**src/rtl/gt_sync_rx_if.sv**
```systemverilog
// Word-serial beat stream carrying the broadcast global time into a tile.
// The sender drives valid/sof/data; the receiver applies backpressure with ready.
interface gt_sync_rx_if #(
  parameter int BEAT_W = 16
);
  logic              rx_valid;
  logic              rx_sof;
  logic [BEAT_W-1:0] rx_data;
  logic              rx_ready;

  modport master (output rx_valid, output rx_sof, output rx_data, input rx_ready);
  modport slave  (input rx_valid, input rx_sof, input rx_data, output rx_ready);
endinterface

```
**src/rtl/gt_sync_rx.sv**
```systemverilog
// Global-time receiver: reassembles the MSB-first time frame and keeps the tile-local
// macrotick counter aligned to it, with latency compensation and a bounded correction window.
module gt_sync_rx #(
  parameter int BEAT_W       = 16,
  parameter int LAT_COMP     = 2,
  parameter int MAX_DEV      = 4,
  parameter int REJECT_LIMIT = 2,
  parameter int TIMEOUT_MT   = 1024
) (
  input  logic        clk,
  input  logic        reset,
  input  logic        mtclk,
  gt_sync_rx_if.slave rx,
  output logic [63:0] TimeCnt,
  output logic        synced,
  output logic        sync_err,
  output logic        frame_err,
  output logic [15:0] deviation
);

  localparam int NBEATS = 64 / BEAT_W;
  localparam int BCNT_W = $clog2(NBEATS + 1);
  localparam int TO_W   = $clog2(TIMEOUT_MT + 1);
  localparam int REJ_W  = $clog2(REJECT_LIMIT + 2);

  localparam logic [BCNT_W-1:0] LAST_BEAT   = BCNT_W'(NBEATS - 1);
  localparam logic [BCNT_W-1:0] ONE_BEAT    = BCNT_W'(1);
  localparam logic [TO_W-1:0]   TO_LAST     = TO_W'(TIMEOUT_MT - 1);
  localparam logic [REJ_W-1:0]  REJ_LIM     = REJ_W'(REJECT_LIMIT);
  localparam logic signed [63:0] MAX_DEV_S  = 64'(MAX_DEV);
  localparam logic [63:0]       LAT_COMP_V  = 64'(LAT_COMP);

  typedef enum logic [1:0] {
    IDLE  = 2'd0,
    RECV  = 2'd1,
    CHECK = 2'd2
  } state_t;

  state_t              state_r, state_n;
  logic [63:0]         shift_r, shift_n;
  logic [BCNT_W-1:0]   beat_cnt_r, beat_cnt_n;
  logic [REJ_W-1:0]    rej_cnt_r, rej_cnt_n;
  logic [TO_W-1:0]     to_cnt_r, to_cnt_n;
  logic [63:0]         time_r, time_n;
  logic                synced_r, synced_n;
  logic                sync_err_r, sync_err_n;
  logic                frame_err_r, frame_err_n;
  logic [15:0]         dev_r, dev_n;
  logic                rx_ready_r, rx_ready_n;

  logic                beat_s;
  logic [63:0]         shift_next_s;
  logic [63:0]         target_s;
  logic [63:0]         dev_s;
  logic                within_s;
  logic                accept_s;

  // Clamp a 64-bit two's-complement difference to the symmetric 16-bit range +/-32767.
  function automatic logic [15:0] sat16(input logic [63:0] v);
    logic signed [63:0] sv;
    sv = $signed(v);
    if (sv > 64'sd32767) begin
      sat16 = 16'h7FFF;
    end else if (sv < -64'sd32767) begin
      sat16 = 16'h8001;
    end else begin
      sat16 = v[15:0];
    end
  endfunction

  assign beat_s       = rx.rx_valid && rx_ready_r;
  assign shift_next_s = (shift_r << BEAT_W) | 64'(rx.rx_data);
  assign target_s     = shift_r + LAT_COMP_V;
  assign dev_s        = target_s - time_r;
  assign within_s     = ($signed(dev_s) <= MAX_DEV_S) && ($signed(dev_s) >= -MAX_DEV_S);
  assign accept_s     = !synced_r || within_s || (rej_cnt_r >= REJ_LIM);

  // Next-state, datapath and pulse generation for framing, checking and timeout.
  always_comb begin
    state_n     = state_r;
    shift_n     = shift_r;
    beat_cnt_n  = beat_cnt_r;
    rej_cnt_n   = rej_cnt_r;
    to_cnt_n    = to_cnt_r;
    time_n      = time_r + 64'(mtclk);
    synced_n    = synced_r;
    sync_err_n  = 1'b0;
    frame_err_n = 1'b0;
    dev_n       = dev_r;

    if (synced_r && mtclk) begin
      if (to_cnt_r == TO_LAST) begin
        synced_n = 1'b0;
        to_cnt_n = TO_W'(0);
      end else begin
        to_cnt_n = to_cnt_r + TO_W'(1);
      end
    end else begin
      to_cnt_n = to_cnt_r;
    end

    case (state_r)
      IDLE: begin
        if (beat_s && rx.rx_sof) begin
          shift_n    = shift_next_s;
          beat_cnt_n = ONE_BEAT;
          state_n    = (NBEATS == 1) ? CHECK : RECV;
        end else if (beat_s) begin
          frame_err_n = 1'b1;
        end else begin
          state_n = IDLE;
        end
      end
      RECV: begin
        if (beat_s && rx.rx_sof) begin
          // A new sof restarts the frame; the partial data shifts out unused.
          frame_err_n = 1'b1;
          shift_n     = shift_next_s;
          beat_cnt_n  = ONE_BEAT;
          state_n     = (NBEATS == 1) ? CHECK : RECV;
        end else if (beat_s && (beat_cnt_r == LAST_BEAT)) begin
          shift_n    = shift_next_s;
          beat_cnt_n = BCNT_W'(0);
          state_n    = CHECK;
        end else if (beat_s) begin
          shift_n    = shift_next_s;
          beat_cnt_n = beat_cnt_r + ONE_BEAT;
        end else begin
          state_n = RECV;
        end
      end
      CHECK: begin
        dev_n      = sat16(dev_s);
        beat_cnt_n = BCNT_W'(0);
        state_n    = IDLE;
        if (accept_s) begin
          time_n    = target_s + 64'(mtclk);
          synced_n  = 1'b1;
          rej_cnt_n = REJ_W'(0);
          to_cnt_n  = TO_W'(0);
        end else begin
          sync_err_n = 1'b1;
          if (rej_cnt_r != {REJ_W{1'b1}}) begin
            rej_cnt_n = rej_cnt_r + REJ_W'(1);
          end else begin
            rej_cnt_n = rej_cnt_r;
          end
        end
      end
      default: begin
        state_n = IDLE;
      end
    endcase

    rx_ready_n = (state_n != CHECK);
  end

  // FSM state register.
  always_ff @(posedge clk) begin
    if (reset) begin
      state_r <= IDLE;
    end else begin
      state_r <= state_n;
    end
  end

  // Datapath, counters and registered outputs.
  always_ff @(posedge clk) begin
    if (reset) begin
      shift_r     <= 64'd0;
      beat_cnt_r  <= BCNT_W'(0);
      rej_cnt_r   <= REJ_W'(0);
      to_cnt_r    <= TO_W'(0);
      time_r      <= 64'd0;
      synced_r    <= 1'b0;
      sync_err_r  <= 1'b0;
      frame_err_r <= 1'b0;
      dev_r       <= 16'd0;
      rx_ready_r  <= 1'b1;
    end else begin
      shift_r     <= shift_n;
      beat_cnt_r  <= beat_cnt_n;
      rej_cnt_r   <= rej_cnt_n;
      to_cnt_r    <= to_cnt_n;
      time_r      <= time_n;
      synced_r    <= synced_n;
      sync_err_r  <= sync_err_n;
      frame_err_r <= frame_err_n;
      dev_r       <= dev_n;
      rx_ready_r  <= rx_ready_n;
    end
  end

  assign TimeCnt     = time_r;
  assign synced      = synced_r;
  assign sync_err    = sync_err_r;
  assign frame_err   = frame_err_r;
  assign deviation   = dev_r;
  assign rx.rx_ready = rx_ready_r;

endmodule

```
**src/flat_wrapper.sv**
```systemverilog
// flat-port wrapper written by rule: the top's interface ports become plain ports
module gt_sync_rx_flat 
#(
  parameter int BEAT_W       = 16,
  parameter int LAT_COMP     = 2,
  parameter int MAX_DEV      = 4,
  parameter int REJECT_LIMIT = 2,
  parameter int TIMEOUT_MT   = 1024
)
  (clk, reset, mtclk, TimeCnt, synced, sync_err, frame_err, deviation, rx_rx_valid, rx_rx_sof, rx_rx_data, rx_rx_ready);
  gt_sync_rx_if #(.BEAT_W(BEAT_W)) rx_i ();
  input  logic clk;
  input  logic reset;
  input  logic mtclk;
  output logic [63:0] TimeCnt;
  output logic synced;
  output logic sync_err;
  output logic frame_err;
  output logic [15:0] deviation;
  input wire logic [$bits(rx_i.rx_valid)-1:0] rx_rx_valid;
  input wire logic [$bits(rx_i.rx_sof)-1:0] rx_rx_sof;
  input wire logic [$bits(rx_i.rx_data)-1:0] rx_rx_data;
  output wire logic [$bits(rx_i.rx_ready)-1:0] rx_rx_ready;
  assign rx_i.rx_valid = rx_rx_valid;
  assign rx_i.rx_sof = rx_rx_sof;
  assign rx_i.rx_data = rx_rx_data;
  assign rx_rx_ready = rx_i.rx_ready;
  gt_sync_rx #(.BEAT_W(BEAT_W), .LAT_COMP(LAT_COMP), .MAX_DEV(MAX_DEV), .REJECT_LIMIT(REJECT_LIMIT), .TIMEOUT_MT(TIMEOUT_MT)) u_core (.clk(clk), .reset(reset), .mtclk(mtclk), .rx(rx_i), .TimeCnt(TimeCnt), .synced(synced), .sync_err(sync_err), .frame_err(frame_err), .deviation(deviation));
endmodule
```
**config.mk**
```make
export PLATFORM = sky130hd
export DESIGN_NAME = gt_sync_rx_flat
export DESIGN_NICKNAME = d
export VERILOG_FILES = /design/src/rtl/gt_sync_rx_if.sv /design/src/rtl/gt_sync_rx.sv /design/src/flat_wrapper.sv
export SDC_FILE = /design/constraint.sdc
export NUM_CORES = 1
export LEC_CHECK = 0
export ABC_AREA = 1
export CORE_UTILIZATION = 60
export CTS_BUF_LIST = sky130_fd_sc_hd__clkbuf_8
export DETAILED_ROUTE_END_ITERATION = 10
export HOLD_SLACK_MARGIN = 0.05
export PLACE_DENSITY_LB_ADDON = 0.15
export SLEW_MARGIN = 20
export SYNTH_ARGS = -nofsm -noshare
export SYNTH_HDL_FRONTEND = slang
export SYNTH_SLANG_ARGS = --single-unit
```
**constraint.sdc**
```tcl
create_clock -name clk -period 5.3 [get_ports clk]
set_clock_uncertainty 0.1 [all_clocks]
set_input_delay 1.06 -clock clk [delete_from_list [all_inputs] [get_ports clk]]
set_output_delay 1.06 -clock clk [all_outputs]
set_load 0.02 [all_outputs]
```
-- Word level (Yosys, flattened, before mapping)
Cells that the tools add are included.
- shifts and indexed selects: 0
- bitwise logic cells: 2
- reductions and logical operators: 16
- divide/modulo/power cells: 0
- muxes and demuxes: 35
- multipliers: 0
- order comparisons: 5
- add/subtract/negate cells: 7
- eq/ne operators: 8
- operator list (kind ; count):
    $mux 64 ; 6
    $add 64x1->64 ; 2
    $pmux 64 s2 ; 1
    $add 64x2->64 const B ; 1
    $ge 64x3->1 const B ; 1
    $gt 64x16->1 const B ; 1
    $le 64x4->1 const B ; 1
    $lt 64x16->1 const B ; 1
    $or 64x16->64 ; 1
    $sub 64x64->64 ; 1
    $mux 11 ; 4
    $mux 16 ; 2
    $mux 2 ; 7
    $mux 3 ; 4
    $add 11x1->11 const B ; 1
    $eq 11x10->1 const B ; 1
    $pmux 3 s3 ; 1
    $mux 1 ; 8
    $reduce_and 3->1 ; 2
    $logic_and 1x1->1 ; 5
    $ne 2x2->1 const B ; 2
    $ne 4x1->1 const B ; 1
    $pmux 2 s2 ; 1
    $reduce_bool 2->1 ; 2
    15 further kinds ; 16
- bits in read-only memories: 0
- bits in latches: 0
- RAM bits: 0
- memories kept: 0
- output and inout port bits: 84
- input bits: 21
- logic and storage cells: 84
- register bits: 166

-- Longest topological paths before layout
- depth in word-level cells: 8
- gate-level depth with buffers: 39
- gate-level depth less buffers: 38

-- Worst setup path after synthesis
Ideal clock, no wire load.
- path type: flip-flop to flip-flop
- start point: reg u_core.shift_r[1]
- end point: reg u_core.rej_cnt_r[1]
- slack: 0.906 ns
- stages on the path, launching flop included: 31
- clock period less this slack: 4.394 ns
- path buffers: 1
- data arrival time: 4.175 ns
- cell sequence: dfxtp_1 ha_1 nand2_2 nor2_4 nand3_1 nor3_2 nand2_1 nor3_1 xor2_1 inv_1 ha_1 nand2_1 nor2_1 nand2_1 nor3_1 and3_1 nand2_1 nand3b_1 nand2_1 nor2_1 and2_1 nand2_1 nor2_1 nand3_1 nand2_1 nand2_2 nand2_4 nand2_4 nand2_2 buf_6 o21ai_1
- word-level cells in the longest chain between the ends: 8
- elaborated cells on any way between the ends: 10
- those cells by class: add/sub (2); order compare (2); mux (1); reduce/logical (5)
- RTL lines (what ; line ; RTL):
    start: declaration ; gt_sync_rx.sv:40 ; logic [63:0] shift_r, shift_n;
    start signal: assignment ; gt_sync_rx.sv:181 ; shift_r <= shift_n;
    $add 64x2->64 (*) ; gt_sync_rx.sv:73 ; assign target_s = shift_r + LAT_COMP_V;
    $sub 64x64->64 (*) ; gt_sync_rx.sv:74 ; assign dev_s = target_s - time_r;
    $le 64x4->1 or $ge 64x3->1 (tied branches) ; gt_sync_rx.sv:75 ; assign within_s = ($signed(dev_s) <= MAX_DEV_S) && ($signed(dev_s) >= -MAX_DEV_S);
    $logic_and 1x1->1 (*) ; gt_sync_rx.sv:75 ;
    $logic_or 1x1->1 (*) (2 in a row) ; gt_sync_rx.sv:76 ; assign accept_s = !synced_r || within_s || (rej_cnt_r >= REJ_LIM);
    $reduce_bool 2->1 (no line) ; n/a ;
    $reduce_and 2->1 (no line) ; n/a ;
    end signal: assignment ; gt_sync_rx.sv:183 ; rej_cnt_r <= rej_cnt_n;
    end: declaration ; gt_sync_rx.sv:42 ; logic [REJ_W-1:0] rej_cnt_r, rej_cnt_n;
Mark *: on every way between the ends. The rest lies on a longest branch, timed or not.
A chain may end at the register's enable or synchronous reset.

-- Worst setup path after layout
- start point: reg u_core.shift_r[15]
- end point: reg u_core.time_r[20], in the netlist u_core.TimeCnt[20]
- word-level cells in the longest chain between the ends: 8
- elaborated cells on any way between the ends: 10
- those cells by class: add/sub (3); order compare (2); mux (2); reduce/logical (3)
- RTL lines (what ; line ; RTL):
    $add 64x2->64 (*) ; gt_sync_rx.sv:73 ;
    $sub 64x64->64 ; gt_sync_rx.sv:74 ;
    $le 64x4->1 or $ge 64x3->1 (tied branches) ; gt_sync_rx.sv:75 ;
    $logic_and 1x1->1 ; gt_sync_rx.sv:75 ;
    $logic_or 1x1->1 (2 in a row) ; gt_sync_rx.sv:76 ;
    $mux 64 (*) ; gt_sync_rx.sv:136 ; if (accept_s) begin
    $mux 64 (*) ; gt_sync_rx.sv:102 ; case (state_r)
    end signal: assignment ; gt_sync_rx.sv:185 ; time_r <= time_n;
    end: declaration ; gt_sync_rx.sv:44 ; logic [63:0] time_r, time_n;
Marked as above.

==> results.py <==
metrics = {
    "worst_setup_path": {
        "cp_data_required_time_ns": 5.65,
        "critPathMaxStageDelay_ns": 0.42,
        "path_common_cell": "nand2_1",
        "worst-path-max-fanout": 16,
        "crit_family": "simple AND/OR/NAND/NOR gates",
        "crit_path_top_delay_cell": "dfxtp_2",
        "critPathCaptureType": "register",
        "arrival_ns": 5.53,
        "worst-path-buf-inv": 7,
        "path_class": "register to register",
        "cp-start-kind": "register",
    },
    "synth": {
        "ys_types": 51,
        "synthesis.nets": 3314,
        "synthTopCellsByArea": "nand2_1 (21%), dfxtp_1 (19%), inv_1 (12%), xor2_1 (7.9%), nor2_1 (7.7%)",
        "ys_ff_latch": 166,
        "synthCells": 3215,
        "synth_edf_count": 0,
        "ys.flop_type": "dfxtp_1",
        "yosysMostFrequentCell": "nand2_1",
        "yosysSeqAreaShare": 0.186,
        "async_reset_ff_frac": 0,
        "synth_top_area_frac": 0.215,
        "synth_warnings": 0,
        "netlist_area_mm2": 0.0179,
        "synth_largest_area_cell": "nand2_1",
        "ys_top_cells_by_count": "nand2_1 (1024), inv_1 (570), nor2_1 (367)",
        "synth.avg_cell_area_um2": 5.57,
    },
    "placement": {
        "dpl_cell_area_mm2": 0.0199,
        "dpl.cell_count": 3738,
        "gp_congestion": 1.18,
        "hpwl_um": 55700,
        "portBuffers": 104,
    },
    "power_and_ir_drop": {
        "irDropWorstVdd_mv": 0.271,
        "pwr-share-comb": 0.600,
        "seq_power_share": 0.240,
        "p_sw_frac": 0.526,
        "p_int_w": 0.00282,
        "p_clk_frac": 0.160,
        "p_leak_nw": 9.89,
        "p_sw_w": 0.00314,
        "p_per_area_mw_per_mm2": 284,
    },
    "clock_tree": {
        "clk_pin_slew_ns": 0.10,
        "cts_sinks": 166,
        "root_buffer": "clkbuf_8",
        "clockBufferDepth": 2,
        "numCtsBuffers": 17,
        "clk_latency_ns": 0.52,
        "cts_tree": "built",
        "h-tree-depth": 4,
    },
    "grt": {
        "grtUsageTotal": 0.441,
        "antenna_found_initial": 0,
        "grt_pass1_vias": 19900,
        "grt_first_pass_wirelength_um": 105000,
        "overflow": 0,
        "grt_max_degree": 90,
    },
    "route": {
        "drc": 0,
        "detail_route.iter0.violations": 2760,
        "drt_wl_total_um": 69000,
        "viasPerCell": 5.71,
        "post_drt_wl_per_cell_um": 18.2,
        "firstDrtPassIters": 6,
        "vias": 21600,
        "ant_nets": 0,
    },
    "floorplan": {
        "fp-row-count": 62,
        "initial_core_util": 0.617,
        "die_w_um": 175,
        "core_area_mm2": 0.0290,
        "ioPinCount": 105,
        "die_area_mm2": 0.0305,
        "fp.dieH_um": 175,
    },
    "final_layout": {
        "finalNonFillerCells": 3783,
        "drive_above_1_share": 0.0959,
        "synthToLayoutAreaGrowth_pct": 17.3,
        "num-nets-final": 3485,
        "final_area_mm2": 0.0210,
        "final.fill_count": 2611,
        "n_antenna_cell": 0,
    },
    "sta": {
        "period_needed_ns": 5.18,
        "finalHoldViolCount": 0,
        "clock.fmax_mhz": 193,
        "slew-limit-headroom": 0.309,
        "period_share": 0.977,
        "slew_viol_final": 0,
        "setup_violations": 0,
        "tightestPinTransition_ns": 1.03,
    },
    "worst_hold_path": {
        "hold_class": "register to register",
    },
    "flow_run": {
        "cap_violations": 0,
    },
    "run_status": {
        "status": "finished, final reports clean",
    },
}
==> kinds of logic (layout without fill, tap and decap cells) <==
| logic type | count (synthesis) | in the layout | share of synthesized area |
|---|---|---|---|
| buffers and inverters | 638 | 822 | 0.136 |
| adder cells (fa/ha/maj) | 78 | 78 | 0.0549 |
| AO/OA/AOI/OAI | 287 | 287 | 0.0840 |
| XOR/XNOR | 203 | 203 | 0.102 |
| AND/OR/NAND/NOR | 1843 | 1843 | 0.437 |
| flip-flops | 166 | 166 | 0.186 |
==> power by group through the flow <==
stage               combinational [W]  clock (W)  sequential (W)
floorplan                     0.00231          0         0.00141
global placement              0.00325          0         0.00143
detailed placement            0.00330          0         0.00144
CTS                           0.00332   0.000945         0.00141
global route                  0.00392   0.000996         0.00143
finish                        0.00358   0.000955         0.00143
==> cells in the final DEF, fill, tap and decap left out, types with 5 or more instances in the layout <==
cell,instances
xor2_2,31
o21ai_0,90
ha_2,13
nand3_1,186
nor3_1,74
nor3_2,18
nand4_1,67
nand3b_1,20
nor2_1,336
clkbuf_8,19
nor4_1,21
xnor2_1,35
clkdlybuf4s50_1,104
buf_12,6
o21a_1,9
and2_1,8
a21oi_1,144
nor2_4,11
inv_2,19
xor2_1,137
dfxtp_2,16
nor2_2,36
clkinv_1,5
buf_4,89
o21bai_1,7
nand2_1,1012
nand2_2,18
inv_1,565
o21ai_1,26
nor3b_1,5
ha_4,6
ha_1,58
dfxtp_1,148
==> repair_timing <==
action / CTS / global route
gates resized for setup: 2 / 153
hold buffers: 0 / 0
setup endpoints to repair: 78 / 94
setup buffers: 0 / 13
pin swaps: 0 / 12
==> registers in the layout (all words and copies together), names as in the netlist <==
signal,flops
u_core.deviation,16
u_core.frame_err,1
u_core.to_cnt_r,11
u_core.synced,1
u_core.beat_cnt_r,3
u_core.state_r,2
u_core.sync_err,1
u_core.TimeCnt,64
u_core.rx.rx_ready,1
u_core.rej_cnt_r,2
u_core.shift_r,64
==> worst min-delay path, cell delays in order, from the launching register on <==
cell     delay, ns
dfxtp_1       0.33
nand2_1       0.06
a21oi_1       0.05
==> metrics by stage <==
stage	setup WS, ns	power, W	utilization	hold slack, ns	TNS (ns)
floorplan	0.906	0.00373	-	0.344	0
global placement	0.00490	0.00468	0.686	0.357	0
detailed placement	-0.154	0.00474	0.686	0.362	-6.67
finish	0.122	0.00596	0.724	0.380	0
CTS	0.000665	0.00568	0.700	0.376	0
global route	-0.0487	0.00635	0.724	0.399	-0.864
==> final cells by class <==
class	count	area (um^2)	share of cell area
Clock buffer	19	262	0.0124
Clock inverter	13	119	0.00566
Inverter	590	2220	0.105
Multi-Input combinational cell	2411	12700	0.606
Sequential cell	166	3350	0.160
Tap cell	384	480	0.0229
Timing Repair Buffer	200	1840	0.0876
==> final timing paths <==
kind / start / endpoint / slack, ns / cells after the start
max reg2reg: u_core.shift_r[15]$_SDFFE_PP0P_ / u_core.TimeCnt[20]$_SDFF_PP0_ / 0.12 / 33
min reg2reg: u_core.beat_cnt_r[1]$_SDFFE_PP0P_ / u_core.beat_cnt_r[1]$_SDFFE_PP0P_ / 0.38 / 2
max: u_core.shift_r[15]$_SDFFE_PP0P_ / u_core.TimeCnt[20]$_SDFF_PP0_ / 0.12 / 33
min: u_core.beat_cnt_r[1]$_SDFFE_PP0P_ / u_core.beat_cnt_r[1]$_SDFFE_PP0P_ / 0.38 / 2
==> per-layer routing <==
| metal | vias up | track usage | routed length (um) |
|---|---|---|---|
| met3 | 294 | 0.0679 | 7030 |
| met5 | - | 0 | 0 |
| li1 | 10300 | - | - |
| met2 | 1383 | 0.720 | 30800 |
| met4 | 0 | 0.262 | 4700 |
| met1 | 9633 | 0.549 | 26500 |
(Power assumes the default switching activity.)
